<file path="config.mk">
export PLATFORM = sky130hd
export DESIGN_NAME = decimal_key_debouncer
export DESIGN_NICKNAME = d
export VERILOG_FILES = /design/src/rtl/decimal_key_debouncer_pkg.sv /design/src/rtl/decimal_key_debouncer_key_sync.sv /design/src/rtl/decimal_key_debouncer.sv
export SDC_FILE = /design/constraint.sdc
export NUM_CORES = 1
export LEC_CHECK = 0
export ABC_AREA = 1
export CORE_MARGIN = 2
export CORE_UTILIZATION = 48
export DETAILED_ROUTE_END_ITERATION = 6
export PLACE_DENSITY = 0.7
export SYNTH_ARGS = -nofsm -noshare
export SYNTH_HDL_FRONTEND = slang
export SYNTH_SLANG_ARGS = --single-unit
</file>
<file path="constraint.sdc">
create_clock -name clk -period 2.4 [get_ports clk]
set_clock_uncertainty 0.2 [all_clocks]
set_input_delay 0.48 -clock clk [delete_from_list [all_inputs] [get_ports clk]]
set_output_delay 0.48 -clock clk [all_outputs]
set_load 0.005 [all_outputs]
</file>
<file path="src/rtl/decimal_key_debouncer_pkg.sv">
`default_nettype none
// ============================================================================
// Module      : decimal_key_pkg
// Description : Shared key count, debouncer state encoding and one-hot helper.
// Revision    : 1.0 - initial release
// ============================================================================
package decimal_key_pkg;

    localparam int KEY_COUNT = 10;

    typedef enum logic [2:0] {
        ST_IDLE       = 3'd0,
        ST_DB_PRESS   = 3'd1,
        ST_PRESSED    = 3'd2,
        ST_DB_RELEASE = 3'd3,
        ST_WAIT_CLEAR = 3'd4
    } key_state_t;

    // A non-zero vector is one-hot exactly when clearing its lowest set bit leaves zero.
    function automatic logic is_onehot10(input logic [KEY_COUNT-1:0] v);
        logic [KEY_COUNT-1:0] w_dec;
        w_dec = v - {{(KEY_COUNT-1){1'b0}}, 1'b1};
        return (v != '0) && ((v & w_dec) == '0);
    endfunction

endpackage
`default_nettype wire

</file>
<file path="src/rtl/decimal_key_debouncer_key_sync.sv">
`default_nettype none
// ============================================================================
// Module      : key_sync
// Description : Parameterised-width two-flop synchroniser for asynchronous lines.
// Revision    : 1.0 - initial release
// ============================================================================
module key_sync #(
    parameter int WIDTH = 10
) (
    input  logic             clk,
    input  logic             reset,
    input  logic [WIDTH-1:0] i_async,
    output logic [WIDTH-1:0] o_sync
);

    logic [WIDTH-1:0] r_meta;
    logic [WIDTH-1:0] r_sync;

    always_ff @(posedge clk) begin
        if (reset) begin
            r_meta <= '0;
            r_sync <= '0;
        end else begin
            r_meta <= i_async;
            r_sync <= r_meta;
        end
    end

    assign o_sync = r_sync;

endmodule
`default_nettype wire

</file>
<file path="src/rtl/decimal_key_debouncer.sv">
`default_nettype none
// ============================================================================
// Module      : decimal_key_debouncer
// Description : Synchronises and debounces 10 key lines into a clean one-hot
//               decimal vector with new-key strobe and multi-key rejection.
// Revision    : 1.0 - initial release
// ============================================================================
module decimal_key_debouncer
    import decimal_key_pkg::*;
#(
    parameter int DEBOUNCE_CYCLES = 16,
    parameter int CNT_W           = $clog2(DEBOUNCE_CYCLES + 1)
) (
    input  logic                 clk,
    input  logic                 reset,
    input  logic [KEY_COUNT-1:0] key_in,
    output logic [KEY_COUNT-1:0] d_out,
    output logic                 key_valid,
    output logic                 key_strobe,
    output logic                 multi_err
);

    localparam logic [CNT_W-1:0] c_DB  = CNT_W'(DEBOUNCE_CYCLES);
    localparam logic [CNT_W-1:0] c_ONE = CNT_W'(1);

    logic [KEY_COUNT-1:0] w_ksync;
    key_state_t           r_state,  w_state_nxt;
    logic [CNT_W-1:0]     r_cnt,    w_cnt_nxt;
    logic [CNT_W-1:0]     w_cnt_inc;
    logic [KEY_COUNT-1:0] r_cand,   w_cand_nxt;
    logic [KEY_COUNT-1:0] r_d_out,  w_d_out_nxt;
    logic                 r_valid;
    logic                 r_strobe, w_strobe_nxt;
    logic                 r_err,    w_err_nxt;

    key_sync #(
        .WIDTH (KEY_COUNT)
    ) u_key_sync (
        .clk     (clk),
        .reset   (reset),
        .i_async (key_in),
        .o_sync  (w_ksync)
    );

    assign w_cnt_inc = r_cnt + c_ONE;

    always_ff @(posedge clk) begin
        if (reset) begin
            r_state  <= ST_IDLE;
            r_cnt    <= '0;
            r_cand   <= '0;
            r_d_out  <= '0;
            r_valid  <= 1'b0;
            r_strobe <= 1'b0;
            r_err    <= 1'b0;
        end else begin
            r_state  <= w_state_nxt;
            r_cnt    <= w_cnt_nxt;
            r_cand   <= w_cand_nxt;
            r_d_out  <= w_d_out_nxt;
            r_valid  <= |w_d_out_nxt;
            r_strobe <= w_strobe_nxt;
            r_err    <= w_err_nxt;
        end
    end

    // Press and release both need DEBOUNCE_CYCLES consecutive qualifying samples,
    // the first of which is the sample that triggered the state change.
    always_comb begin
        w_state_nxt  = r_state;
        w_cnt_nxt    = r_cnt;
        w_cand_nxt   = r_cand;
        w_d_out_nxt  = r_d_out;
        w_strobe_nxt = 1'b0;
        w_err_nxt    = 1'b0;
        case (r_state)
            ST_IDLE: begin
                if (w_ksync != '0) begin
                    w_cand_nxt  = w_ksync;
                    w_cnt_nxt   = c_ONE;
                    w_state_nxt = ST_DB_PRESS;
                end
            end
            ST_DB_PRESS: begin
                if (w_ksync == r_cand) begin
                    w_cnt_nxt = w_cnt_inc;
                    if (w_cnt_inc == c_DB) begin
                        if (is_onehot10(r_cand)) begin
                            w_d_out_nxt  = r_cand;
                            w_strobe_nxt = 1'b1;
                            w_state_nxt  = ST_PRESSED;
                        end else begin
                            w_err_nxt   = 1'b1;
                            w_cnt_nxt   = '0;
                            w_state_nxt = ST_WAIT_CLEAR;
                        end
                    end
                end else if (w_ksync == '0) begin
                    w_cnt_nxt   = '0;
                    w_state_nxt = ST_IDLE;
                end else begin
                    w_cand_nxt = w_ksync;
                    w_cnt_nxt  = c_ONE;
                end
            end
            ST_PRESSED: begin
                if (w_ksync != r_cand) begin
                    w_cnt_nxt   = (w_ksync == '0) ? c_ONE : '0;
                    w_state_nxt = ST_DB_RELEASE;
                end
            end
            ST_DB_RELEASE, ST_WAIT_CLEAR: begin
                if (w_ksync == '0) begin
                    w_cnt_nxt = w_cnt_inc;
                    if (w_cnt_inc == c_DB) begin
                        w_d_out_nxt = '0;
                        w_cand_nxt  = '0;
                        w_cnt_nxt   = '0;
                        w_state_nxt = ST_IDLE;
                    end
                end else begin
                    w_cnt_nxt = '0;
                end
            end
            default: begin
                w_d_out_nxt = '0;
                w_cand_nxt  = '0;
                w_cnt_nxt   = '0;
                w_state_nxt = ST_IDLE;
            end
        endcase
    end

    assign d_out      = r_d_out;
    assign key_valid  = r_valid;
    assign key_strobe = r_strobe;
    assign multi_err  = r_err;

endmodule
`default_nettype wire
</file>
Yosys cells after proc, flatten, opt, wreduce, memory -nomap -nowiden
Index checks and enable logic that the tools add are counted.
Storage, ports and cells
  output and inout port bits: 13
  bits in registers: 51
Cells by class
  multiplexer cells: 33
  bitwise logic cells: 5
  reduce and logical (&&, ||, !) cells: 13
  $add $sub $neg: 2
  equality and inequality tests: 15
Operators by type and width (number)
  two-way mux 10 bit: 10
  one-hot mux 10 bit (4 select lines): 1
  two-way mux 5 bit: 7
  one-hot mux 10 bit (3 select lines): 1
  two-way mux 3 bit: 8
  logical NOT 10 bit: 2
  one-hot mux 5 bit (4 select lines): 1
  nonzero test 10 bit: 2
  != test 2 bit (second input constant): 6
  one-hot mux 3 bit (4 select lines): 1
  AND reduction 6 bit: 2
  bitwise AND 10 bit: 1
  equality test 10 bit: 1
  != test 10 bit: 1
  OR reduction 10 bit: 1
  subtractor 10 x 1 -> 10 bit (second input constant): 1
  equality test 3 x 2 -> 1 bit (second input constant): 2
  != test 3 bit (second input constant): 2
  adder 5 x 1 -> 5 bit (second input constant): 1
  equality test 5 bit (second input constant): 1
  two-way mux 1 bit: 4
  inverter 1 bit: 4
  OR reduction 2 bit: 2
  OR reduction 4 bit: 1
  5 further kinds: 5

Depth between registers and ports, before layout
  word-level depth: 9
  gate-level depth with buffers: 16

Modules after synthesis
From an unflattened synthesis, not the netlist that was laid out.
Unflattened totals
  cell total of the unflattened synthesis: 363
  area, all modules: 2504.9 um^2
Modules (own cells, without submodules)
  decimal_key_debouncer: seq. area each 620.6 um^2, times used 1, cells an instance 301, area each 1931.9 um^2
  key_sync: seq. area each 400.4 um^2, times used 1, cells an instance 62, area each 573.0 um^2

Least setup slack after synthesis
No wires, ideal clock.
  path type: reg2reg
  start: reg r_cnt[0]
  end: reg r_cand[0]
  slack: 0.230 ns
  clock period less this slack: 2.170 ns
  arrival time: 1.829 ns
  buffers on the path: 1
  cell stages (with the launch flop): 11
  cells stage by stage: dfxtp_1 > ha_1 > xor2_1 > nor2_1 > nand3_2 > nand2_1 > nand2_1 > a211o_1 > buf_2 > a21oi_1 > a211oi_2
Between the ends
  cells in the longest elaborated chain, start to end: 4
Ends and longest elaborated chain
  start, declared: line decimal_key_debouncer.sv:28  | logic [CNT_W-1:0] r_cnt, w_cnt_nxt;
  start signal, assigned: line decimal_key_debouncer.sv:58  | r_cnt <= w_cnt_nxt;
  adder 5 x 1 -> 5 bit: line decimal_key_debouncer.sv:45  | assign w_cnt_inc = r_cnt + c_ONE;
  equality test 5 bit: line decimal_key_debouncer.sv:115  | if (w_cnt_inc == c_DB) begin
  != test 2 bit (no source line)
  AND reduction 6 bit (no source line)
  end signal, assigned: line decimal_key_debouncer.sv:59  | r_cand <= w_cand_nxt;
  end, declared: line decimal_key_debouncer.sv:30  | logic [KEY_COUNT-1:0] r_cand, w_cand_nxt;
No other way between the ends.
A chain may end at the register's enable or synchronous reset.

Worst setup path in the final report
  start: reg r_cnt[1]
  end: reg r_cand[7]
Same word-level chain as after synthesis.

==> key figures <==
GRT
  • Initial antenna violation count: 0
  • Vias in the first global route: 2040
  • Largest net degree at the start of global routing: 21
  • First-pass GRT wire length: 9.218 mm
  • GRT overflow: 0
  • Total Routing Usage GR: 0.1920

Layout
  • Diodes inserted: 0
  • Storage cell area: 1022 µm²
  • Nets: 423
  • Area of the multi-input gates: 1311 µm²
  • P&R area growth vs syn: 19.21%
  • Share of cells above drive strength 1: 0.1366
  • # fillers: 479

Hold path
  • Hold crit path type: flip-flop to flip-flop
  • Hold Path Depth: 2
  • Min-delay src: u_key_sync.r_meta[2]

Clock network
  • CTS root buf: clkbuf_8
  • CTS tree: done
  • Worst skew pair latency: 0.32 ns
  • Worst-path clk slew: 0.10 ns
  • CTS hold repair buffers: 0
  • Clock tree sinks: 51
  • CTS Buffer Depth: 2
  • CTS Buf Count: 5
  • H-tree depth: 2

Timing
  • Least-Margin Pin Slew: 0.3643 ns
  • Final hold vios: 0
  • Final Cycle Share: 0.9392
  • Final setup TNS: 0 ns
  • Final setup fails: 0
  • Max Clk Rate: 0.4436 GHz
  • Rel. slew slack: 0.7571
  • Final WS setup: 0.1458 ns
  • RSZ-0062 raised after global routing: false
  • Tmin final: 2.254 ns
  • Max-slew violations: 0

Yosys
  • Area leader, netlist: dfxtp_1
  • Ys Warns: 0
  • Mux cell area share after synthesis: 0
  • Share of the synthesized area in the top cell type: 0.3919
  • Net count after synthesis: 391
  • Complex-gate fraction of the synthesized area: 0.1378
  • Seq cells post-synth: 51
  • Area contributors post-synth: dfxtp_1, nand2_1, inv_1, nor2_1, a21oi_1
  • Post-Syn Area: 2605 µm²
  • Adder-cell area share of the yosys netlist: 0.009606
  • Post-Synth Simple-Gate Area: 0.3108
  • Largest family of logic cells by synthesized area: simple AND/OR/NAND/NOR gates
  • Sequential share of the synthesized area: 0.3919
  • Post-Syn Instances: 377
  • Syn Area/Cell: 6.910 µm²
  • Xor-xnor portion of the synthesized cell area: 0.03266
  • Distinct cells, synth: 31

Critical path
  • Critical path launch point type: flip-flop
  • Largest delay share family, worst path: compound AO/OA/AOI/OAI gates
  • Slowest stage delay, CP: 0.36 ns
  • Worst reg2reg startpoint: r_cnt[1]
  • R2R depth: 10
  • Crit Path Category: flip-flop to flip-flop
  • Crit path depth: 10
  • WP data required: 2.41 ns
  • Slowest stage cell, crit path: dfxtp_2
  • CP max FO: 20
  • Critical-path cell list: ha_1 > nand3_2 > xnor2_2 > nand3_4 > nand2_2 > nand2_1 > a211o_1 > buf_12 > a21oi_1 > a211oi_2
  • Worst Setup SP: r_cnt[1]
  • Critical path endpoint category: flip-flop
  • Worst endpoint data arrival time: 2.27 ns
  • Critical path buffer and inverter count: 1

Floorplanning
  • Die X-Extent: 77.67 µm
  • CORE AREA: 5172 µm²
  • Num ports: 25
  • Die ar.: 6033 µm²
  • Initial core utilization: 0.5036
  • Row count: 26
  • Die Y: 77.67 µm

Routing
  • WL/cell: 11.51 µm
  • WL final: 5.527 mm
  • DRC violations left: 0
  • DR vias: 2303
  • Metal-1 WL: 2.650 mm
  • Met2 WL post-DR: 2.530 mm
  • Vias per inst: 4.798
  • Metal3 WL: 238 µm
  • Drt pass-1 iters: 4
  • Top sig layer: met4
  • Post-route ant nets: 0
  • First DRT Iteration DRCs: 116

Run status
  • Status: finished clean

Place
  • GP Congestion: 0.8976
  • Worst slack, placed: 0.07855 ns
  • DPL Wire Length: 4.036 mm
  • IO buf count: 24

Flow run
  • Max-Cap Viols: 0

Power and ir drop
  • Power per standard cell area: 1082 nW/µm²
  • Peak supply drop: 625.1 µV
  • P_leak: 1.431 nW
cells by family after synthesis:
kind of cell / after synthesis
buffers and inverters: 77
DFF: 51
AOI/OAI and AO/OA: 54
adders and majority gates: 2
and+or+nand+nor: 185
xor gates and xnor gates: 8
report_power, final:
part           internal [W]  switching, W
sequential         0.000967      0.000139
combinational      0.000596       0.00113
clock              0.000215      0.000315
total               0.00178       0.00158
worst paths after layout:
check                         end  slack [ns]
max                     r_cand[7]        0.15
min          u_key_sync.o_sync[2]        0.20
max reg2reg             r_cand[7]        0.15
min reg2reg  u_key_sync.o_sync[2]        0.20
final cells by class:
class,instances,area share
Multi-Input combinational cell,249,0.4222
Inverter,65,0.07857
Sequential cell,51,0.3292
Clock inverter,3,0.008461
Clock buffer,5,0.02216
Timing Repair Buffer,37,0.1112
Tap cell,70,0.02820
synthesized netlist by cell type:
master,count
xor2_1,1
clkinv_1,1
nor3_1,3
xnor2_1,5
o211ai_1,2
buf_6,2
o21ai_0,6
a211oi_2,10
nand3_2,5
dfxtp_1,51
nor2_8,1
nand4_1,1
nor3_2,1
nor2_4,1
a21oi_1,29
nor2_2,2
nand2_1,94
buf_2,1
xor2_2,1
a211o_1,1
a211oi_1,2
xnor2_2,1
nor2_1,55
inv_2,5
o21ai_1,4
clkbuf_1,9
nor4_1,2
inv_1,59
nand3_4,1
nand3_1,19
ha_1,2
worst min-delay path: cells and delay by family (launching register included):
kind          cells  cell delay, ns
buf+inv           1            0.04
flops             1            0.31
simple gates      1            0.03
layer usage:
metal	GRT usage	vias up
li1	-	1234
met1	0.2425	1010
met2	0.3155	49
met3	0.04302	10
met4	0.07857	0
met5	0	-
metrics by stage:
| stage | cells | utilization | hold WS (ns) | cell area (µm²) | power, W |
|---|---|---|---|---|---|
| 2_1_floorplan | 377 | - | 0.1883 | 2605 | 0.002354 |
| 3_3_place_gp | 468 | 0.5697 | 0.1897 | 2947 | 0.002725 |
| 3_5_place_dp | 468 | 0.5697 | 0.1936 | 2947 | 0.002752 |
| 4_1_cts | 476 | 0.5881 | 0.2073 | 3042 | 0.003281 |
| 5_1_grt | 480 | 0.6004 | 0.2160 | 3105 | 0.003619 |
| 6_report | 480 | 0.6004 | 0.2045 | 3105 | 0.003362 |
cells in the final DEF, fill, tap and decap left out, drive strengths merged, types with 4 or more instances in the layout:
master,n
nor3,4
dfxtp,51
nand3,25
clkdlybuf4s50,23
nand2,94
nor2,59
o21ai,10
clkbuf,5
a21oi,29
xnor2,6
buf,14
a211oi,12
inv,66
sequential cells by signal, summed over array words and instances, names as in the netlist:
| name | cells |
|---|---|
| d_out | 10 |
| r_cand | 10 |
| u_key_sync.o_sync | 10 |
| u_key_sync.r_meta | 10 |
| r_cnt | 5 |
| r_state | 3 |
| key_strobe | 1 |
| key_valid | 1 |
| multi_err | 1 |
timing repair:
item,4_1_cts,5_1_grt
setup endpoints to repair,0,12
setup buffers,0,4
resized for setup,0,9
(Power assumes the default switching activity.)
